`src/rtl/i2c_codec_writer.sv`:
```
// I2C write sequencer for the audio codec config path: sends {slave, reg word}
// as one I2C write, checks the three ACK slots, retries NACKed words.
module i2c_codec_writer #(
    parameter int CLK_DIV   = 20,
    parameter int MAX_RETRY = 3
) (
    input  logic        CLOCK31_5,
    input  logic        rst_n,
    input  logic        TRANSACTION_REQ,
    input  logic [23:0] DATA,
    output logic        NEXT_WORD,
    output logic        BUSY,
    output logic        ERROR,
    output logic        I2C_SCLK,
    output logic        I2C_SDAT_OE,
    input  logic        I2C_SDAT_IN
);
    localparam int QW = (CLK_DIV > 1) ? $clog2(CLK_DIV) : 1;
    localparam int RW = $clog2(MAX_RETRY + 2);
    localparam logic [QW-1:0] QMAX = QW'(CLK_DIV - 1);
    localparam logic [QW-1:0] QFIRST = (CLK_DIV > 1) ? QW'(1) : '0;

    typedef enum logic [2:0] {S_IDLE, S_START, S_BIT, S_ACK, S_STOP, S_GAP} state_t;
    typedef struct packed {
        logic [7:0]  slave_addr;
        logic [15:0] reg_word;
    } word_t;

    state_t        state_q, state_d;
    logic [1:0]    q_q, q_d;
    logic [QW-1:0] qcnt_q, qcnt_d;
    logic [2:0]    bit_q, bit_d;
    logic [1:0]    byte_q, byte_d;
    logic [23:0]   shift_q, shift_d;
    word_t         word_q, word_d;
    logic [RW-1:0] retry_q, retry_d;
    logic          nack_q, nack_d;
    logic          fail_q, fail_d;
    logic          nw_q, nw_d;
    logic          err_q, err_d;
    logic          scl_q, scl_d;
    logic          oe_q, oe_d;
    logic [1:0]    sda_pipe;
    logic          tick;

    assign tick        = (qcnt_q == QMAX);
    assign NEXT_WORD   = nw_q;
    assign BUSY        = (state_q != S_IDLE);
    assign ERROR       = err_q;
    assign I2C_SCLK    = scl_q;
    assign I2C_SDAT_OE = oe_q;

    always_comb begin
        state_d = state_q;
        q_d     = q_q;
        qcnt_d  = qcnt_q;
        bit_d   = bit_q;
        byte_d  = byte_q;
        shift_d = shift_q;
        word_d  = word_q;
        retry_d = retry_q;
        nack_d  = nack_q;
        fail_d  = fail_q;
        nw_d    = 1'b0;
        err_d   = err_q;
        if (state_q == S_IDLE) begin
            qcnt_d = '0;
            q_d    = 2'd0;
            if (TRANSACTION_REQ && !nw_q) begin
                word_d  = word_t'(DATA);
                shift_d = DATA;
                bit_d   = '0;
                byte_d  = '0;
                nack_d  = 1'b0;
                fail_d  = 1'b0;
                state_d = S_START;
                // The accept cycle is counted as the first cycle of START q0,
                // so a clean word completes exactly 120*CLK_DIV cycles later.
                qcnt_d  = QFIRST;
            end
        end else begin
            qcnt_d = tick ? '0 : qcnt_q + 1'b1;
            if (tick) begin
                q_d = q_q + 2'd1;
                case (state_q)
                    S_START: if (q_q == 2'd3) state_d = S_BIT;
                    S_BIT: if (q_q == 2'd3) begin
                        shift_d = {shift_q[22:0], 1'b0};
                        bit_d   = bit_q + 3'd1;
                        if (bit_q == 3'd7) state_d = S_ACK;
                    end
                    S_ACK: begin
                        if (q_q == 2'd2) nack_d = sda_pipe[1];
                        if (q_q == 2'd3) begin
                            if (nack_q) begin
                                fail_d  = 1'b1;
                                state_d = S_STOP;
                            end else if (byte_q == 2'd2) begin
                                state_d = S_STOP;
                            end else begin
                                byte_d  = byte_q + 2'd1;
                                state_d = S_BIT;
                            end
                        end
                    end
                    S_STOP: if (q_q == 2'd3) state_d = S_GAP;
                    S_GAP: if (q_q == 2'd3) begin
                        if (!fail_q) begin
                            nw_d    = 1'b1;
                            retry_d = '0;
                            state_d = S_IDLE;
                        end else if (retry_q < RW'(MAX_RETRY)) begin
                            retry_d = retry_q + 1'b1;
                            shift_d = word_q;
                            bit_d   = '0;
                            byte_d  = '0;
                            nack_d  = 1'b0;
                            fail_d  = 1'b0;
                            state_d = S_START;
                        end else begin
                            err_d   = 1'b1;
                            nw_d    = 1'b1;
                            retry_d = '0;
                            state_d = S_IDLE;
                        end
                    end
                    default: state_d = S_IDLE;
                endcase
            end
        end
    end

    // Bus levels are decoded from the next state so the registered pins line
    // up with the state register and only move on quarter boundaries.
    always_comb begin
        scl_d = 1'b1;
        oe_d  = 1'b0;
        case (state_d)
            S_START: begin
                scl_d = (q_d != 2'd3);
                oe_d  = (q_d != 2'd0);
            end
            S_BIT: begin
                scl_d = (q_d == 2'd1) || (q_d == 2'd2);
                oe_d  = ~shift_d[23];
            end
            S_ACK:   scl_d = (q_d == 2'd1) || (q_d == 2'd2);
            S_STOP: begin
                scl_d = (q_d != 2'd0);
                oe_d  = (q_d < 2'd2);
            end
            default: ;
        endcase
    end

    always_ff @(posedge CLOCK31_5 or negedge rst_n) begin
        if (!rst_n) begin
            state_q  <= S_IDLE;
            q_q      <= '0;
            qcnt_q   <= '0;
            bit_q    <= '0;
            byte_q   <= '0;
            shift_q  <= '0;
            word_q   <= '0;
            retry_q  <= '0;
            nack_q   <= 1'b0;
            fail_q   <= 1'b0;
            nw_q     <= 1'b0;
            err_q    <= 1'b0;
            scl_q    <= 1'b1;
            oe_q     <= 1'b0;
            sda_pipe <= 2'b11;
        end else begin
            state_q  <= state_d;
            q_q      <= q_d;
            qcnt_q   <= qcnt_d;
            bit_q    <= bit_d;
            byte_q   <= byte_d;
            shift_q  <= shift_d;
            word_q   <= word_d;
            retry_q  <= retry_d;
            nack_q   <= nack_d;
            fail_q   <= fail_d;
            nw_q     <= nw_d;
            err_q    <= err_d;
            scl_q    <= scl_d;
            oe_q     <= oe_d;
            sda_pipe <= {sda_pipe[0], I2C_SDAT_IN};
        end
    end
endmodule

```
`config.mk`:
```
export PLATFORM = sky130hd
export DESIGN_NAME = i2c_codec_writer
export DESIGN_NICKNAME = d
export VERILOG_FILES = /design/src/rtl/i2c_codec_writer.sv
export SDC_FILE = /design/constraint.sdc
export NUM_CORES = 1
export LEC_CHECK = 0
export BUFFER_PORTS_ARGS = -buffer_cell sky130_fd_sc_hd__buf_2
export CAP_MARGIN = 15
export CELL_PAD_IN_SITES_DETAIL_PLACEMENT = 1
export CELL_PAD_IN_SITES_GLOBAL_PLACEMENT = 2
export CORE_ASPECT_RATIO = 0.8
export CORE_UTILIZATION = 38
export CTS_CLUSTER_DIAMETER = 40
export DETAILED_ROUTE_END_ITERATION = 8
export PLACE_DENSITY = 0.86
export SETUP_SLACK_MARGIN = 0.2
export SYNTH_ARGS = -nofsm -noshare
export SYNTH_HDL_FRONTEND = slang
export SYNTH_SLANG_ARGS = --single-unit
```
`constraint.sdc`:
```
create_clock -name CLOCK31_5 -period 2.4 [get_ports CLOCK31_5]
set_clock_uncertainty 0.15 [all_clocks]
set_input_delay 0.24 -clock CLOCK31_5 [delete_from_list [all_inputs] [get_ports CLOCK31_5]]
set_output_delay 0.24 -clock CLOCK31_5 [all_outputs]
set_load 0.1 [all_outputs]
```
Yosys cells after proc, flatten, opt, wreduce, memory -nomap -nowiden
Cells that the tools add are included.
- RAM bits: 0
- output and inout bits: 5
- memories: 0
- bits in read-only memories: 0
- flip-flop bits (word level): 74
- bits of input ports: 28
- word-level logic and storage cells: 141
- latch bits: 0
- add/sub/neg operators: 5
- reduce and logical (&&, ||, !) cells: 17
- magnitude comparators: 2
- bitwise logic cells: 3
- divide/modulo/power cells: 0
- mux-type cells: 70
- shifts and indexed selects: 0
- multipliers: 0
- equal/unequal tests: 27
- operators by type and width (cell ; count):
    24-bit two-way mux ; 7
    3-bit two-way mux ; 20
    24-bit case mux with 2 select lines ; 1
    3-bit inequality test (second input constant) ; 9
    1-bit two-way mux ; 22
    2-bit two-way mux ; 11
    3-bit case mux with 5 select lines ; 1
    7-bit AND reduction ; 2
    3-bit by 2-bit == test with 1-bit output (second input constant) ; 4
    3-bit == test (second input constant) ; 4
    6-bit AND reduction ; 2
    5-bit two-way mux ; 2
    9-bit AND reduction ; 1
    3-bit nonzero test ; 3
    2-bit == test (second input constant) ; 4
    3-bit by 1-bit adder with 3-bit output (second input constant) ; 2
    3-bit by 1-bit == test with 1-bit output (second input constant) ; 2
    1-bit case mux with 3 select lines ; 2
    3-bit case mux with 2 select lines ; 1
    5-bit by 1-bit adder with 5-bit output (second input constant) ; 1
    5-bit == test (second input constant) ; 1
    2-bit by 1-bit adder with 2-bit output (second input constant) ; 2
    1-bit case mux with 2 select lines ; 2
    2-bit case mux with 2 select lines ; 1
    other kinds (14) ; 17

Depth between registers and ports, before layout
Gate-level depths: netlist (run 1).
- word-level depth: 10
- mapped depth: 10
- gate-level depth less buffers: 9

Worst setup path after synthesis (run 1)
Ideal clock, no wire load.
- kind: reg2reg
- from: register nw_q, in the netlist NEXT_WORD
- to: register shift_q[10]
- period minus slack after synthesis: 2379 ps
- setup time: 126 ps
- cell stages (with the launch flop): 7
- buffers on the path: 2
- data arrival time: 2103 ps
- slack: 21 ps
- cell sequence: dfrtp_1 nor4_2 and2_1 buf_2 clkbuf_1 a22o_1 a221o_1
- longest elaborated chain between the ends: 4
- ends and longest elaborated chain (element ; RTL line ; RTL):
    from (decl) ; 39 ; logic nw_q, nw_d;
    from (signal assigned) ; 184 ; nw_q <= nw_d;
    1-bit zero test ; 69 ; if (TRANSACTION_REQ && !nw_q) begin
    1-bit logical AND ; 69 ;
    2-bit by 1-bit inequality test with 1-bit output (no line) ; -- ;
    7-bit AND reduction (no line) ; -- ;
    to (signal assigned) ; 179 ; shift_q <= shift_d;
    to (decl) ; 34 ; logic [23:0] shift_q, shift_d;
Every way passes these cells.
A chain may end at the register's enable or synchronous reset.

Worst setup path in the final report (run 1)
- from: register state_q[2]
- to: register shift_q[14]
- longest elaborated chain between the ends: 4
- elaborated cells on any way between the ends: 14
- those cells by class: eq/ne: 7; mux: 3; reduce/logical: 4
- ends and longest elaborated chain (element ; RTL line ; RTL):
    from (decl) ; 29 ; state_t state_q, state_d;
    from (signal assigned) ; 174 ; state_q <= state_d;
    3-bit == test or 3-bit by 2-bit == test with 1-bit output (tied branches) ; 85 ; case (state_q)
    24-bit case mux with 2 select lines ; 85 ;
    24-bit two-way mux ; 83 ; if (tick) begin
    24-bit two-way mux ; 66 ; if (state_q == S_IDLE) begin
Parallel ways exist; a longest one is shown, timed or not. The select of a mux whose other input is x is not followed.

==> flow_summary.json, run 1 <==
{
  "ys_top_cells_by_area": "dfrtp_1 49%, nand2_1 9.2%, a221o_1 6.4%",
  "die_h_um": 88.98,
  "p_leak_nw": 2.243,
  "cts.reportedPaths.clkPinSlew_ps": 60,
  "async_reset_ff_share_pct": 100.0,
  "drtAntennaViolNets": 0,
  "syn-instance-count": 348,
  "grt_pass1_wl_mm": 15.11,
  "ys.flop_type": "dfrtp_1",
  "io_buffers": 32,
  "firstDrtPassIters": 4,
  "drt_iter0_markers": 225,
  "yosys.area.top_type": "dfrtp_1",
  "core-area_um2": 9115,
  "ioPinCount": 33,
  "detail_route.vias_per_cell": 5.522,
  "ys_warn_count": 0,
  "cts_made_buffers": 9,
  "clockBufferDepth": 2,
  "grt_max_degree": 46,
  "grt_pass1_vias": 2985,
  "root_buffer": "clkbuf_16",
  "gp_congestion": 0.8137,
  "end_kind": "flip-flop",
  "hold_path.class": "primary input to flip-flop",
  "ys_top_cells_by_count": "88 x nand2_1, 71 x dfrtp_1, 23 x a221o_1, 22 x a22o_1, 11 x buf_2",
  "rsz0062_at_grt": "true",
  "cts_tree": "done",
  "synth_seq_cells": 74,
  "cts_sinks": 74,
  "period_share_pct": 88.50,
  "synth_top_area_share_pct": 49.44,
  "final_layout_size_suffix_gt1_share_pct": 23.39,
  "setup_viol": 0,
  "drc": 0,
  "synth-edff-count": 0,
  "die_area_um2": 9852,
  "area_growth_pct": 29.56,
  "power_density_nw_per_um2": 643.7,
  "nNetsFinal": 451,
  "dp_hpwl_mm": 5.708,
  "multiInputGateArea_um2": 1642,
  "synth_cell_type_count": 56,
  "cp_data_required_time_ps": 2460,
  "placed_cell_area_um2": 3953,
  "worstMarginPinSlew_ps": 541.2,
  "htree_num_levels": 3,
  "fin_area_um2": 4656,
  "num_vias": 2949,
  "seq_area_frac_synth_pct": 51.64,
  "outcome": "finished, final reports clean",
  "ir_worst_vdd_uv": 433.9,
  "slew_violations": 0,
  "grt_usage_pct": 19.82,
  "min_period_ps": 2124,
  "antenna_cells": 0,
  "wl_per_cell_um": 17.67,
  "cp.arrival_ps": 2190,
  "critPathLaunchType": "flip-flop",
  "synth_area_per_cell_um2": 10.33,
  "fmax_ghz": 0.4708,
  "antenna_found_initial": 0,
  "nFillCells": 998,
  "yosysMostFrequentCell": "nand2_1",
  "clk_latency_ps": 340,
  "rows": 31,
  "crit_type": "flip-flop to flip-flop",
  "grt_overflow_total": 0,
  "start_util_pct": 39.42,
  "syn-num-nets": 385,
  "relSlewSlack_pct": 63.92,
  "total_power_mw": 2.997,
  "hold_violations": 0,
  "crit_path_max_fanout": 26,
  "fp.dieW_um": 110.7,
  "drt-total-wl_mm": 9.434,
  "netlist_area_um2": 3593,
  "maxCapViolCount": 0,
  "ff_latch_area_um2": 1858
}
worst paths after layout:
| path | from | slack [ps] | cells past startpoint | to |
|---|---|---|---|---|
| setup / recovery | state_q[2]$_DFF_PN0_ | 280 | 7 | shift_q[14]$_DFFE_PN0P_ |
| hold / removal | DATA[21] | 20 | 3 | word_q[21]$_DFFE_PN0P_ |
| setup reg to reg | state_q[2]$_DFF_PN0_ | 280 | 7 | shift_q[14]$_DFFE_PN0P_ |
| hold reg to reg | sda_pipe[0]$_DFF_PN1_ | 210 | 0 | sda_pipe[1]$_DFF_PN1_ |
| max in group asynchronous | rst_n | 1160 | 3 | sda_pipe[0]$_DFF_PN1_ |
| min in group asynchronous | rst_n | 290 | 2 | state_q[2]$_DFF_PN0_ |
flip-flops by register name (all words and copies together) (netlist names):
signal / flops
I2C_SCLK: 1
word_q: 24
shift_q: 24
qcnt_q: 5
state_q: 3
sda_pipe: 2
q_q: 2
retry_q: 3
byte_q: 2
ERROR: 1
nack_q: 1
I2C_SDAT_OE: 1
fail_q: 1
NEXT_WORD: 1
bit_q: 3
logic make-up after synthesis:
family | count (synthesis) | share of synthesized area (%)
buffers and inverters | 33 | 4.353
AND/OR/NAND/NOR | 132 | 17.41
flip-flops | 74 | 51.64
XOR/XNOR | 3 | 0.7313
adder cells (fa/ha/maj) | 9 | 3.134
multiplexers | 11 | 3.203
AO/OA/AOI/OAI | 86 | 19.53
what timing repair did:
item | in CTS | in global routing
hold buffers | 24 | 0
setup buffers | 0 | 5
endpoints found under the hold margin | 61 | 0
setup endpoints to repair | 30 | 27
resized for setup | 7 | 8
pin swaps | 0 | 3
per-stage QoR:
stage / hold WS, ps / setup slack (ps) / util, % / setup TNS [ps] / std cells
global route: 12.39 / 192.6 / 51.08 / 0 / 534
global placement: 124.6 / -63.95 / 43.36 / -63.95 / 489
finish: 18.62 / 276.0 / 51.08 / 0 / 534
detailed placement: 121.5 / -106.2 / 43.36 / -107.2 / 489
floorplan: -205.6 / 227.6 / - / 0 / 348
CTS: 11.48 / 133.4 / 50.31 / 0 / 529
where the power goes:
part	switching (mW)	internal [mW]	leakage, nW
logic	0.0423	0.0462	1.08
clock network	0.536	1.12	0.180
registers	0.000508	1.25	0.981
routing by layer:
metal  up-vias  GRT usage (%)  wire (µm)
met5         -              0          0
met4         0          4.364         72
met3         4          5.288        363
met2        47          33.48       4533
met1      1510          25.95       4465
li1       1388              -          -
cells in the final DEF, fill, tap and decap left out, types with 3 or more instances in the layout:
cell,instances
o21ai_0,8
buf_12,4
bufinv_16,4
inv_2,3
clkbuf_16,9
buf_2,31
o21ai_1,3
ha_1,5
dfstp_2,3
buf_4,17
a22o_1,22
nand3_1,6
a21oi_1,9
a221o_1,23
dfrtp_1,69
dlygate4sd3_1,24
mux2_2,4
mux2i_1,6
ha_2,3
nand2_1,88
a31oi_1,3
nor2_1,10
inv_1,9
nor3_1,3
nor2b_1,3
final cells by class:
cell class,count,share of cell area [%]
Clock buffer,9,4.837
Multi-Input combinational cell,241,35.26
Sequential cell,74,39.91
Timing Repair Buffer,76,12.95
Tap cell,115,3.091
Clock inverter,7,2.983
Inverter,12,0.9675
critical path, stage by stage (launching register included):
cell and delay [ps]:
dfrtp_1 450, buf_4 210, or2_4 270, a21o_1 200, nand2_1 120, nand3_4 90
buf_12 180, a221o_1 320
(Power assumes the default switching activity.)
==> run 2: changes to the inputs <==
--- a/constraint.sdc
+++ b/constraint.sdc
@@ -4,2 +4,2 @@
 set_output_delay 0.24 -clock CLOCK31_5 [all_outputs]
-set_load 0.1 [all_outputs]
+set_load 0.02 [all_outputs]
==> flow_summary.json, run 2 (same netlist as run 1, synthesis figures left out) <==
{
  "outcome": "finished, final reports clean",
  "drt_iter0_markers": 148,
  "antenna_cells": 0,
  "fp.dieW_um": 110.7,
  "final_layout_size_suffix_gt1_share_pct": 21.67,
  "num_vias": 2929,
  "reg2reg_from": "qcnt_q[0]$_DFF_PN0_",
  "worstMarginPinSlew_ps": 468.5,
  "rows": 31,
  "grt_pass1_vias": 3101,
  "root_buffer": "clkbuf_16",
  "cts_made_buffers": 9,
  "p_leak_nw": 2.215,
  "slew_violations": 0,
  "fin_tns_setup_ps": 0,
  "detail_route.vias_per_cell": 5.475,
  "nNetsFinal": 452,
  "final_cell_mix": "88 x nand2_1, 71 x dfrtp_1, 31 x buf_2, 25 x dlygate4sd3_1, 23 x a221o_1",
  "power_density_nw_per_um2": 585.8,
  "cp.arrival_ps": 2220,
  "cp-endpoint": "I2C_SDAT_OE$_DFF_PN0_",
  "cp_data_required_time_ps": 2480,
  "hold_slack_ps": 162.8,
  "grt_max_degree": 59,
  "final_common_cell": "nand2_1",
  "gp_congestion": 0.7916,
  "end_kind": "flip-flop",
  "ir_worst_vdd_uv": 439.8,
  "fin_area_um2": 4578,
  "die_h_um": 88.98,
  "grt_usage_pct": 19.76,
  "cts.reportedPaths.clkPinSlew_ps": 60,
  "hold_path.class": "primary input to flip-flop",
  "cts_tree": "done",
  "die_area_um2": 9852,
  "io_buffers": 32,
  "core-area_um2": 9115,
  "antenna_found_initial": 0,
  "wl_per_cell_um": 17.11,
  "timing.rr.end": "I2C_SDAT_OE$_DFF_PN0_",
  "area_growth_pct": 27.40,
  "cts_sinks": 74,
  "drtAntennaViolNets": 0,
  "crit_type": "flip-flop to flip-flop",
  "hold_violations": 0,
  "reg2reg_slack_ps": 260,
  "relSlewSlack_pct": 68.27,
  "htree_num_levels": 3,
  "critPathLaunch": "qcnt_q[0]$_DFF_PN0_",
  "grt_pass1_wl_mm": 15.51,
  "clk_latency_ps": 330,
  "drt-total-wl_mm": 9.154,
  "rsz0062_at_grt": "false",
  "setup_viol": 0,
  "ff_latch_area_um2": 1856,
  "start_util_pct": 39.42,
  "nFillCells": 1008,
  "min_period_ps": 2142,
  "fmax_ghz": 0.4668,
  "critPathLaunchType": "flip-flop",
  "top_regs": "shift_q (24), word_q (24), qcnt_q (5)",
  "crit_path_max_fanout": 5,
  "multiInputGateArea_um2": 1625,
  "total_power_mw": 2.682,
  "clockBufferDepth": 2,
  "min_from": "TRANSACTION_REQ",
  "dp_hpwl_mm": 5.835,
  "placed_cell_area_um2": 3966,
  "hold_depth": 3,
  "period_share_pct": 89.26,
  "maxCapViolCount": 0,
  "rr_worst_depth": 8,
  "grt_overflow_total": 0,
  "drc": 0,
  "firstDrtPassIters": 4,
  "ioPinCount": 33
}
==> run 2: changes by cell type in the layout (fill, tap and decap cells not counted), sizes merged <==
| cell | delta |
|---|---|
| clkbuf | +1 |
| clkinv | +2 |
| bufinv | -3 |
| dlygate4sd3 | +1 |
==> run 2: final cells by class <==
cell class / count / area share, %
Timing Repair Buffer: 77 / 13.39
Multi-Input combinational cell: 241 / 35.50
Tap cell: 115 / 3.143
Clock buffer: 10 / 5.001
Inverter: 12 / 0.9839
Clock inverter: 6 / 1.448
Sequential cell: 74 / 40.53
==> run 2: how the worst min path moves through the flow <==
stage                     slack (ps)                endpoint
final                            160     qcnt_q[0]$_DFF_PN0_
after global routing             160     qcnt_q[0]$_DFF_PN0_
after detailed placement         -20  retry_q[1]$_DFFE_PN0P_
after global placement           -20  retry_q[1]$_DFFE_PN0P_
after CTS                        150     qcnt_q[0]$_DFF_PN0_
after floorplan                 -210       ERROR$_DFFE_PN0P_
==> run 2: layer usage <==
metal  part of all wire (%)  global-route usage, %  vias up
li1                       -                      -     1392
met1                     50                  27.24     1487
met2                     46                  32.35       45
met3                    3.1                  3.661        5
met4                   0.64                  5.455        0
met5                      0                      0        -
==> run 2: report_power, final <==
part	internal, mW	total [mW]	switching [mW]
Combinational	0.0472	0.0901	0.0429
Sequential	1.25	1.25	0.000517
Clock	0.809	1.34	0.532
Total	2.11	2.68	0.575
==> run 2: through the flow <==
| step | utilization (%) | std cells | setup WS, ps |
|---|---|---|---|
| final | 50.23 | 535 | 257.9 |
| after global routing | 50.23 | 535 | 195.2 |
| after CTS | 49.80 | 532 | 214.8 |
| after detailed placement | 43.51 | 491 | 9.042 |
| after global placement | 43.51 | 491 | 154.8 |
| after floorplan | - | 348 | 246.8 |
==> run 2: worst max-delay path: stages (launching register included) <==
cell and delay [ps]:
dfrtp_1 430, ha_4 210, and4bb_4 210, xnor2_1 110, or2_2 290, ha_1 220
nor3_1 180, mux2i_1 100, o32ai_1 130
==> run 2: what timing repair did <==
action,CTS,global route
resized for setup,7,2
hold endpoints to repair,98,0
pin swaps,0,1
hold buffers,25,0
endpoints found under the setup margin,26,26
buffers inserted,0,3
